`src/rtl/muldiv_pkg.sv`:
```
// Shared definitions for the M-extension sequencing controller: state encoding,
// opcode codes, classification helpers and the cache entry layout.
package muldiv_pkg;

  typedef enum logic [1:0] {
    ST_IDLE = 2'd0,
    ST_BUSY = 2'd1,
    ST_RESP = 2'd2
  } state_e;

  // Unit opcodes; MD_NOP idles the unit and re-arms its internal counter.
  localparam logic [7:0] MD_NOP      = 8'h00;
  localparam logic [7:0] INST_MUL    = 8'h01;
  localparam logic [7:0] INST_MULH   = 8'h02;
  localparam logic [7:0] INST_MULHSU = 8'h03;
  localparam logic [7:0] INST_MULHU  = 8'h04;
  localparam logic [7:0] INST_DIV    = 8'h05;
  localparam logic [7:0] INST_DIVU   = 8'h06;
  localparam logic [7:0] INST_REM    = 8'h07;
  localparam logic [7:0] INST_REMU   = 8'h08;

  localparam int TIMEOUT_CYC_DEF = 40;

  typedef struct packed {
    logic [7:0]  inst;
    logic [31:0] rs1;
    logic [31:0] rs2;
    logic [31:0] result;
  } md_entry_t;

  function automatic logic is_muldiv(input logic [7:0] inst);
    return (inst >= INST_MUL) && (inst <= INST_REMU);
  endfunction

  function automatic logic is_div_class(input logic [7:0] inst);
    return (inst >= INST_DIV) && (inst <= INST_REMU);
  endfunction

endpackage

```
`src/rtl/muldiv_rcache.sv`:
```
// Single-entry result cache for muldiv_seq, built only when MULDIV_CACHE_EN is
// defined. Holds the last unit-computed {inst, rs1, rs2, result}.
module muldiv_rcache
  import muldiv_pkg::*;
(
  input  logic        clk_i,
  input  logic        rst_i,
  input  logic [7:0]  lookup_inst,
  input  logic [31:0] lookup_rs1,
  input  logic [31:0] lookup_rs2,
  output logic        hit,
  output logic [31:0] hit_data,
  input  logic        store_en,
  input  md_entry_t   store_entry
);

  logic      valid_q;
  md_entry_t entry_q;

  always_ff @(posedge clk_i) begin
    if (rst_i) valid_q <= 1'b0;
    else if (store_en) valid_q <= 1'b1;
  end

  // NOTE: the entry payload is deliberately not reset; valid_q alone gates its
  // use, so clearing the wide data register would only cost reset routing.
  always_ff @(posedge clk_i) begin
    if (store_en) entry_q <= store_entry;
  end

  assign hit = valid_q && (entry_q.inst == lookup_inst) &&
               (entry_q.rs1 == lookup_rs1) && (entry_q.rs2 == lookup_rs2);
  assign hit_data = entry_q.result;

endmodule

```
`src/rtl/muldiv_seq.sv`:
```
// Sequencing controller in front of the iterative mul/div unit: one request at
// a time, fast-path divide-by-zero, flush, watchdog. Optional MULDIV_CACHE_EN.
module muldiv_seq
  import muldiv_pkg::*;
#(
  parameter int TIMEOUT_CYC = TIMEOUT_CYC_DEF,
  parameter int TAG_W       = 5
) (
  input  logic             clk_i,
  input  logic             rst_i,
  input  logic             req_valid_i,
  output logic             req_ready_o,
  input  logic [7:0]       req_inst_i,
  input  logic [31:0]      req_rs1_i,
  input  logic [31:0]      req_rs2_i,
  input  logic [TAG_W-1:0] req_tag_i,
  input  logic             flush_i,
  output logic             rsp_valid_o,
  input  logic             rsp_ready_i,
  output logic [31:0]      rsp_data_o,
  output logic [TAG_W-1:0] rsp_tag_o,
  output logic             rsp_err_o,
  output logic [7:0]       md_inst_o,
  output logic [31:0]      md_rs1_o,
  output logic [31:0]      md_rs2_o,
  input  logic [31:0]      md_data_i,
  input  logic             md_ready_i,
  output logic             busy_o
);

  localparam int WD_W = $clog2(TIMEOUT_CYC + 1);
  localparam logic [WD_W-1:0] WD_LAST = WD_W'(TIMEOUT_CYC - 1);

  state_e           state_q, state_d;
  logic [7:0]       inst_q;
  logic [31:0]      rs1_q, rs2_q, data_q, data_d;
  logic [TAG_W-1:0] tag_q;
  logic             err_q, err_d;
  logic [WD_W-1:0]  wd_q;
  logic             accept, ld_req, set_rsp;
  logic             cache_hit;
  logic [31:0]      cache_data;

  assign req_ready_o = (state_q == ST_IDLE) && !rst_i && !flush_i;
  assign accept      = req_valid_i && req_ready_o;

`ifdef MULDIV_CACHE_EN
  logic store_en;
  assign store_en = (state_q == ST_BUSY) && md_ready_i && !flush_i;

  muldiv_rcache u_rcache (
    .clk_i       (clk_i),
    .rst_i       (rst_i),
    .lookup_inst (req_inst_i),
    .lookup_rs1  (req_rs1_i),
    .lookup_rs2  (req_rs2_i),
    .hit         (cache_hit),
    .hit_data    (cache_data),
    .store_en    (store_en),
    .store_entry ('{inst: inst_q, rs1: rs1_q, rs2: rs2_q, result: md_data_i})
  );
`else
  assign cache_hit  = 1'b0;
  assign cache_data = '0;
`endif

  // NOTE: every signal written here gets a default first, so no path through
  // the case statement can leave one unassigned and infer a latch.
  always_comb begin
    state_d = state_q;
    ld_req  = 1'b0;
    set_rsp = 1'b0;
    data_d  = data_q;
    err_d   = 1'b0;
    unique case (state_q)
      ST_IDLE: begin
        if (accept) begin
          ld_req = 1'b1;
          if (!is_muldiv(req_inst_i)) begin
            state_d = ST_RESP; set_rsp = 1'b1; data_d = '0; err_d = 1'b1;
          end else if (is_div_class(req_inst_i) && (req_rs2_i == '0)) begin
            state_d = ST_RESP; set_rsp = 1'b1;
            data_d  = (req_inst_i == INST_DIV || req_inst_i == INST_DIVU) ? 32'hFFFF_FFFF
                                                                          : req_rs1_i;
          end else if (cache_hit) begin
            state_d = ST_RESP; set_rsp = 1'b1; data_d = cache_data;
          end else begin
            state_d = ST_BUSY;
          end
        end
      end
      ST_BUSY: begin
        if (flush_i) begin
          state_d = ST_IDLE;
        end else if (md_ready_i) begin
          state_d = ST_RESP; set_rsp = 1'b1; data_d = md_data_i;
        end else if (wd_q == WD_LAST) begin
          state_d = ST_RESP; set_rsp = 1'b1; data_d = '0; err_d = 1'b1;
        end
      end
      ST_RESP: begin
        if (flush_i || rsp_ready_i) state_d = ST_IDLE;
      end
      default: state_d = ST_IDLE;
    endcase
  end

  // NOTE: sequential state uses non-blocking assignments only, so every
  // register samples pre-edge values regardless of statement order.
  always_ff @(posedge clk_i) begin
    if (rst_i) begin
      state_q <= ST_IDLE;
      inst_q  <= MD_NOP;
      rs1_q   <= '0;
      rs2_q   <= '0;
      tag_q   <= '0;
      data_q  <= '0;
      err_q   <= 1'b0;
      wd_q    <= '0;
    end else begin
      state_q <= state_d;
      if (ld_req) begin
        inst_q <= req_inst_i;
        rs1_q  <= req_rs1_i;
        rs2_q  <= req_rs2_i;
        tag_q  <= req_tag_i;
      end
      if (set_rsp) begin
        data_q <= data_d;
        err_q  <= err_d;
      end
      // Held at zero outside BUSY, so it is clear on every entry.
      wd_q <= (state_q == ST_BUSY) ? wd_q + 1'b1 : '0;
    end
  end

  assign busy_o      = (state_q != ST_IDLE);
  assign rsp_valid_o = (state_q == ST_RESP);
  assign rsp_data_o  = data_q;
  assign rsp_tag_o   = tag_q;
  assign rsp_err_o   = err_q;
  assign md_inst_o   = (state_q == ST_BUSY) ? inst_q : MD_NOP;
  assign md_rs1_o    = (state_q == ST_BUSY) ? rs1_q : '0;
  assign md_rs2_o    = (state_q == ST_BUSY) ? rs2_q : '0;

endmodule
```
`config.mk`:
```
export PLATFORM = sky130hd
export DESIGN_NAME = muldiv_seq
export DESIGN_NICKNAME = d
export VERILOG_FILES = /design/src/rtl/muldiv_pkg.sv /design/src/rtl/muldiv_rcache.sv /design/src/rtl/muldiv_seq.sv
export SDC_FILE = /design/constraint.sdc
export NUM_CORES = 1
export LEC_CHECK = 0
export CAP_MARGIN = 30
export CORE_UTILIZATION = 30
export DETAILED_ROUTE_END_ITERATION = 8
export PLACE_DENSITY = 0.57
export SLEW_MARGIN = 15
export SYNTH_ARGS = -nofsm -noshare
export SYNTH_HDL_FRONTEND = slang
export SYNTH_SLANG_ARGS = --single-unit
```
`constraint.sdc`:
```
create_clock -name clk_i -period 2.8 [get_ports clk_i]
set_input_delay 0.56 -clock clk_i [delete_from_list [all_inputs] [get_ports clk_i]]
set_output_delay 0.56 -clock clk_i [all_outputs]
set_load 0.01 [all_outputs]
```
# Word level (Yosys, flattened, before mapping)
# Index checks and enable logic that the tools add are counted.
# totals
reg_bits,118
latch_bits,0
ramBits,0
mem_bits_ro,0
output_inout_bits,113
memories,0
# classes
n_addsub,1
multipliers,0
div,0
magnitude_cmp,3
n_eq_ne,11
shifts,0
muxes,33
n_bitwise,1
n_reduce_logical,17
# op_table
cell,n
$mux 32,9
$pmux 32 s2,1
$logic_not 32->1,1
$eq 8x3->1 const B,2
$mux 2,7
$mux 1,12
$ge 8x1->1 const B,1
$ge 8x3->1 const B,1
$le 8x4->1 const B,1
$mux 8,1
$add 6x1->6 const B,1
$eq 6x6->1 const B,1
$logic_and 1x1->1,6
$pmux 2 s3,1
$reduce_and 6->1,1
$ne 2x2->1 const B,2
$ne 4x4->1 const B,1
$pmux 1 s2,2
$reduce_bool 2->1,2
$ne 3x2->1 const B,1
$ne 3x3->1 const B,1
$reduce_and 3->1,1
$eq 2x1->1 const B,1
$eq 2x2->1 const B,1
6 further kinds,8

# Longest topological paths before layout
# logic_depth
depth_word,8
depth_mapped,8
depth_no_buf,5

# Worst setup path before layout
# OpenSTA, ideal clock, no wires.
# synth_path
path_type,in2reg
from,in rst_i
to,"reg data_q[12], in the netlist rsp_data_o[12]"
t_arrival_ns,2.199
required_ns,2.709
path_slack_ns,0.510
path_stages,7
n_path_buf,2
cell_sequence,clkbuf_1 -> nor4_2 -> nand2_2 -> nor3_4 -> clkbuf_1 -> a211oi_1 -> a311oi_1
# synth_via
elab_chain_len,7
elab_cells_between_ends,8
# synth_rtl
element,line_no,source
start: declaration,muldiv_seq.sv:10,"input logic rst_i,"
$logic_not 1->1 *,muldiv_seq.sv:44,assign req_ready_o = (state_q == ST_IDLE) && !rst_i && !flush_i;
$logic_and 1x1->1 * (2 in a row),muldiv_seq.sv:44,
named net req_ready_o,muldiv_seq.sv:12,"output logic req_ready_o,"
$logic_and 1x1->1 *,muldiv_seq.sv:45,assign accept = req_valid_i && req_ready_o;
$mux 1,muldiv_seq.sv:77,if (accept) begin
$pmux 1 s2,muldiv_seq.sv:75,unique case (state_q)
$reduce_and 6->1 (no line) *,--,
end signal: assignment,muldiv_seq.sv:129,data_q <= data_d;
end: declaration,muldiv_seq.sv:36,"logic [31:0] rs1_q, rs2_q, data_q, data_d;"
# The timed path passes the listed nets; every way through them passes the cells marked *.
# A chain may end at the register's enable or synchronous reset.

# Worst setup path after layout
# layout_path
from,reg state_q[0]
to,out md_rs2_o[23]
# layout_via
elab_chain_len,2
# layout_rtl
element,line_no,source
start: declaration,muldiv_seq.sv:34,"state_e state_q, state_d;"
start signal: assignment,muldiv_seq.sv:121,state_q <= state_d;
$eq 2x1->1,muldiv_seq.sv:144,assign md_rs2_o = (state_q == ST_BUSY) ? rs2_q : '0;
$mux 32,muldiv_seq.sv:144,
end: declaration,muldiv_seq.sv:25,"output logic [31:0] md_rs2_o,"
# No other way between the ends.

==> metrics.md <==
| Metric | Value |
|---|---|
| Area share of the largest cell type after synthesis | `roughly 45%` |
| # H-tree levels | `4` |
| Final worst slack | `0.135 ns` |
| Vias per cell | `~5.0` |
| Setup WS pre-CTS | `-0.173 ns` |
| Switching share of power | `between 20% and 30%` |
| Rel. slew slack | `about 53%` |
| Worst-Margin Slew | `roughly 0.71 ns` |
| Clk_skew | `0.0115 ns` |
| Crit-path max cell delay | `0.54 ns` |
| Rows | `48` |
| Area of the multi-input gates | `about 2700 µm²` |
| F_max | `~380 MHz` |
| Num ports | `between 200 and 250` |
| Synth warn | `0` |
| Largest net degree at the start of global routing | `77` |
| Synth Instances | `676` |
| Share of post-route cells with drive strength above 1 | `under 10%` |
| Post-synthesis sequential area ratio | `between 40% and 50%` |
| Number of synthesized register bits | `~120` |
| Router iterations before antenna repair | `5` |
| Chip Height | `~130 µm` |
| Worst hold stages | `1` |
| Seq pwr share | `around two fifths` |
| Peak VDD IR | `0.438 mV` |
| Tcrit/Tclk final | `between 90 and 100%` |
| Post-synth top cells | `nand2_1, dfxtp_1, a21oi_1` |
| Layout Cells excl Fill | `roughly 1100` |
| Post-synth top flop | `dfxtp_1` |
| CP Capture Type | `primary output` |
| Syn_nets | `approximately 790` |
| FF-to-FF End | `rsp_data_o[27]$_SDFFE_PP0P_` |
| CP cell instances | `nor2b_4 -> clkbuf_16 -> and2_1 -> clkdlybuf4s50_1` |
| Final TNS setup | `0 ns` |
| Outcome | `completed` |
| Post-Place Cells | `~1100` |
| Hold Path Origin | `wd_q[0]$_SDFF_PP0_` |
| Vias in the first global route | `between 5000 and 6000` |
| Clk pin slew, worst setup/hold paths | `~0.05 ns` |
| Area Overhead vs Synth | `60.0%` |
| Startpoint types | `flip-flop` |
| Max-cap viol count | `0` |
| Avg WL per Cell | `between 15 and 20 µm` |
| HP Class | `flip-flop to flip-flop` |
| Synthesized area per cell | `between 7 and 8 µm²` |
| Overall Global Routing Usage | `between 20 and 25%` |
| Min Tclk post-route | `around 2.7 ns` |
| Initial antenna violation count | `1` |
| P_sw | `1010 µW` |
| Drt drc | `0` |
| Dpl hpwl | `between 10 and 15 mm` |
| Fin util | `between 40% and 50%` |
| CP Max Fanout | `38` |
| Routed Antenna Nets | `0` |
| Clock Sinks | `about 120` |
| Nets | `about 1000` |
| Starting Density | `30.7%` |
| Via count | `around 5600` |
| Wirelength, routed | `18.9 mm` |
| CP Depth | `4` |
| Die W | `~130 µm` |
| Synth area leaders | `dfxtp_1, nand2_1, and2_1, a21oi_1, a311oi_1` |
| Worst Hold Path EP | `wd_q[0]$_SDFF_PP0_` |
| Critical path data required time | `roughly 2.2 ns` |
| Critical path arrival | `roughly 2.1 ns` |
| FILL cells | `between 1500 and 2000` |
| R2r startpoint | `state_q[0]$_SDFFE_PP0P_` |
| Clock Tree Buf Depth | `2` |
| CTS tree | `built` |
| Post-synthesis cell type count | `41` |
| Power density over cell area | `between 500 and 600 nW/µm²` |
| Postcts setup bufs | `0` |
| Max Transition Viols Final | `0` |
| Register area | `between 2000 and 2500 µm²` |
| CTS Hold Bufs | `0` |
| First-pass GRT wire length | `slightly below 30 mm` |
| EDFF count, synth | `0` |
| PortBufs | `about 230` |
| Ys async rst share | `0%` |
| Clock buffer count from CTS | `17` |
| R2R Setup Slk | `0.66 ns` |
| Worst hold slack | `roughly 0.44 ns` |
| Int Power | `around 3400 µW` |
| Unrepaired setup endpoints after global routing | `false` |
| RePlAce Congestion | `slightly below 0.8` |
| Combinational share of power | `between 10% and 20%` |
| Core area | `between 15000 and 20000 µm²` |
| Clock power share | `about half` |
| CP top delay family | `buffers and inverters` |
| R2R cell count | `7` |
| Slowest-stage cell, CP | `clkdlybuf4s50_1` |
| Setup CP Type | `flip-flop to primary output` |
| Initial DRC count | `220` |
| CTS root buf | `clkbuf_16` |
| Post-Syn Area | `about 5300 µm²` |
| Most numerous cell in the Yosys netlist | `nand2_1` |
| Final Hold Violating Endpoints | `0` |
| CP Buf/Inv Count | `2` |
| Post-cts gate resize count | `0` |
| Leak Pwr | `between 0.002 and 0.003 µW` |
| Overflow after GRT | `0` |
| Largest area contributor in the netlist | `dfxtp_1` |
| Endpoints failing setup | `0` |
| Die area | `roughly 18000 µm²` |
| Worst-skew pair later-pin latency | `between 0.4 and 0.5 ns` |
## power groups by stage
stage | sequential [µW] | combinational [µW] | clock [µW]
floorplan | 1810 | 155 | 0
detailed placement | 1810 | 460 | 0
global placement | 1810 | 454 | 0
global route | 1780 | 495 | 2310
CTS | 1770 | 462 | 2230
finish | 1770 | 459 | 2180
## per-layer routing
layer  GRT usage [%]  vias up  part of all wire (%)
li1                -     2750                     -
met1            26.2     2672                    44
met2            33.1      194                    48
met3            5.67       25                   6.7
met4            9.30        0                   2.0
met5               0        -                     0
## cell type report
| class | instances | area share [%] |
|---|---|---|
| inverter | 3 | 0.133 |
| clock inverter | 8 | 1.15 |
| sequential | 118 | 27.9 |
| multi-input combinational | 495 | 31.8 |
| tap | 225 | 3.33 |
| timing repair buffer | 247 | 29.8 |
| clock buffer | 22 | 5.84 |
| antenna | 1 | 0.0296 |
## cell families (layout without fill, tap and decap cells)
logic type                 count (synthesis)  after routing  synth area share, %
and+or+nand+nor                          305            305                 27.3
AOI/OAI and AO/OA                        184            184                 22.0
DFF                                      118            118                 44.6
buffers and inverters                     63            280                 4.99
xor gates and xnor gates                   5              5                0.828
adders and majority gates                  1              1                0.236
other                                      0              1                    0
## worst max path at each step
stage,startpoint,end
6_report,state_q[0]$_SDFFE_PP0P_,md_rs2_o[23]
5_1_grt,state_q[0]$_SDFFE_PP0P_,md_rs1_o[1]
4_1_cts,state_q[0]$_SDFFE_PP0P_,md_rs1_o[3]
3_5_place_dp,req_inst_i[4],rsp_data_o[27]$_SDFFE_PP0P_
3_3_place_gp,req_inst_i[4],state_q[1]$_SDFFE_PP0P_
2_1_floorplan,rst_i,rsp_data_o[12]$_SDFFE_PP0P_
## layout by cell type, fill, tap and decap left out, drive strengths merged, types with 9 or more instances in the layout
master / count
buf: 20
a21oi: 78
and2: 74
nor4: 11
a311oi: 32
dfxtp: 118
nor3: 9
clkbuf: 23
a211oi: 33
o21ai: 33
clkdlybuf4s50: 226
nand2: 193
## metrics by stage
step | total power [µW] | area, µm²
final | 4420 | 8470
after global routing | 4590 | 8470
after global placement | 2260 | 7850
after floorplan | 1970 | 5290
after detailed placement | 2270 | 7850
after CTS | 4470 | 8440
## registers in the layout, indices dropped and copies added (netlist names)
signal and count:
rsp_err_o 1, wd_q 6, state_q 2, rsp_data_o 32, inst_q 8, rs2_q 32, rsp_tag_o 5, rs1_q 32
No activity file was read; power rests on OpenSTA's default activity.
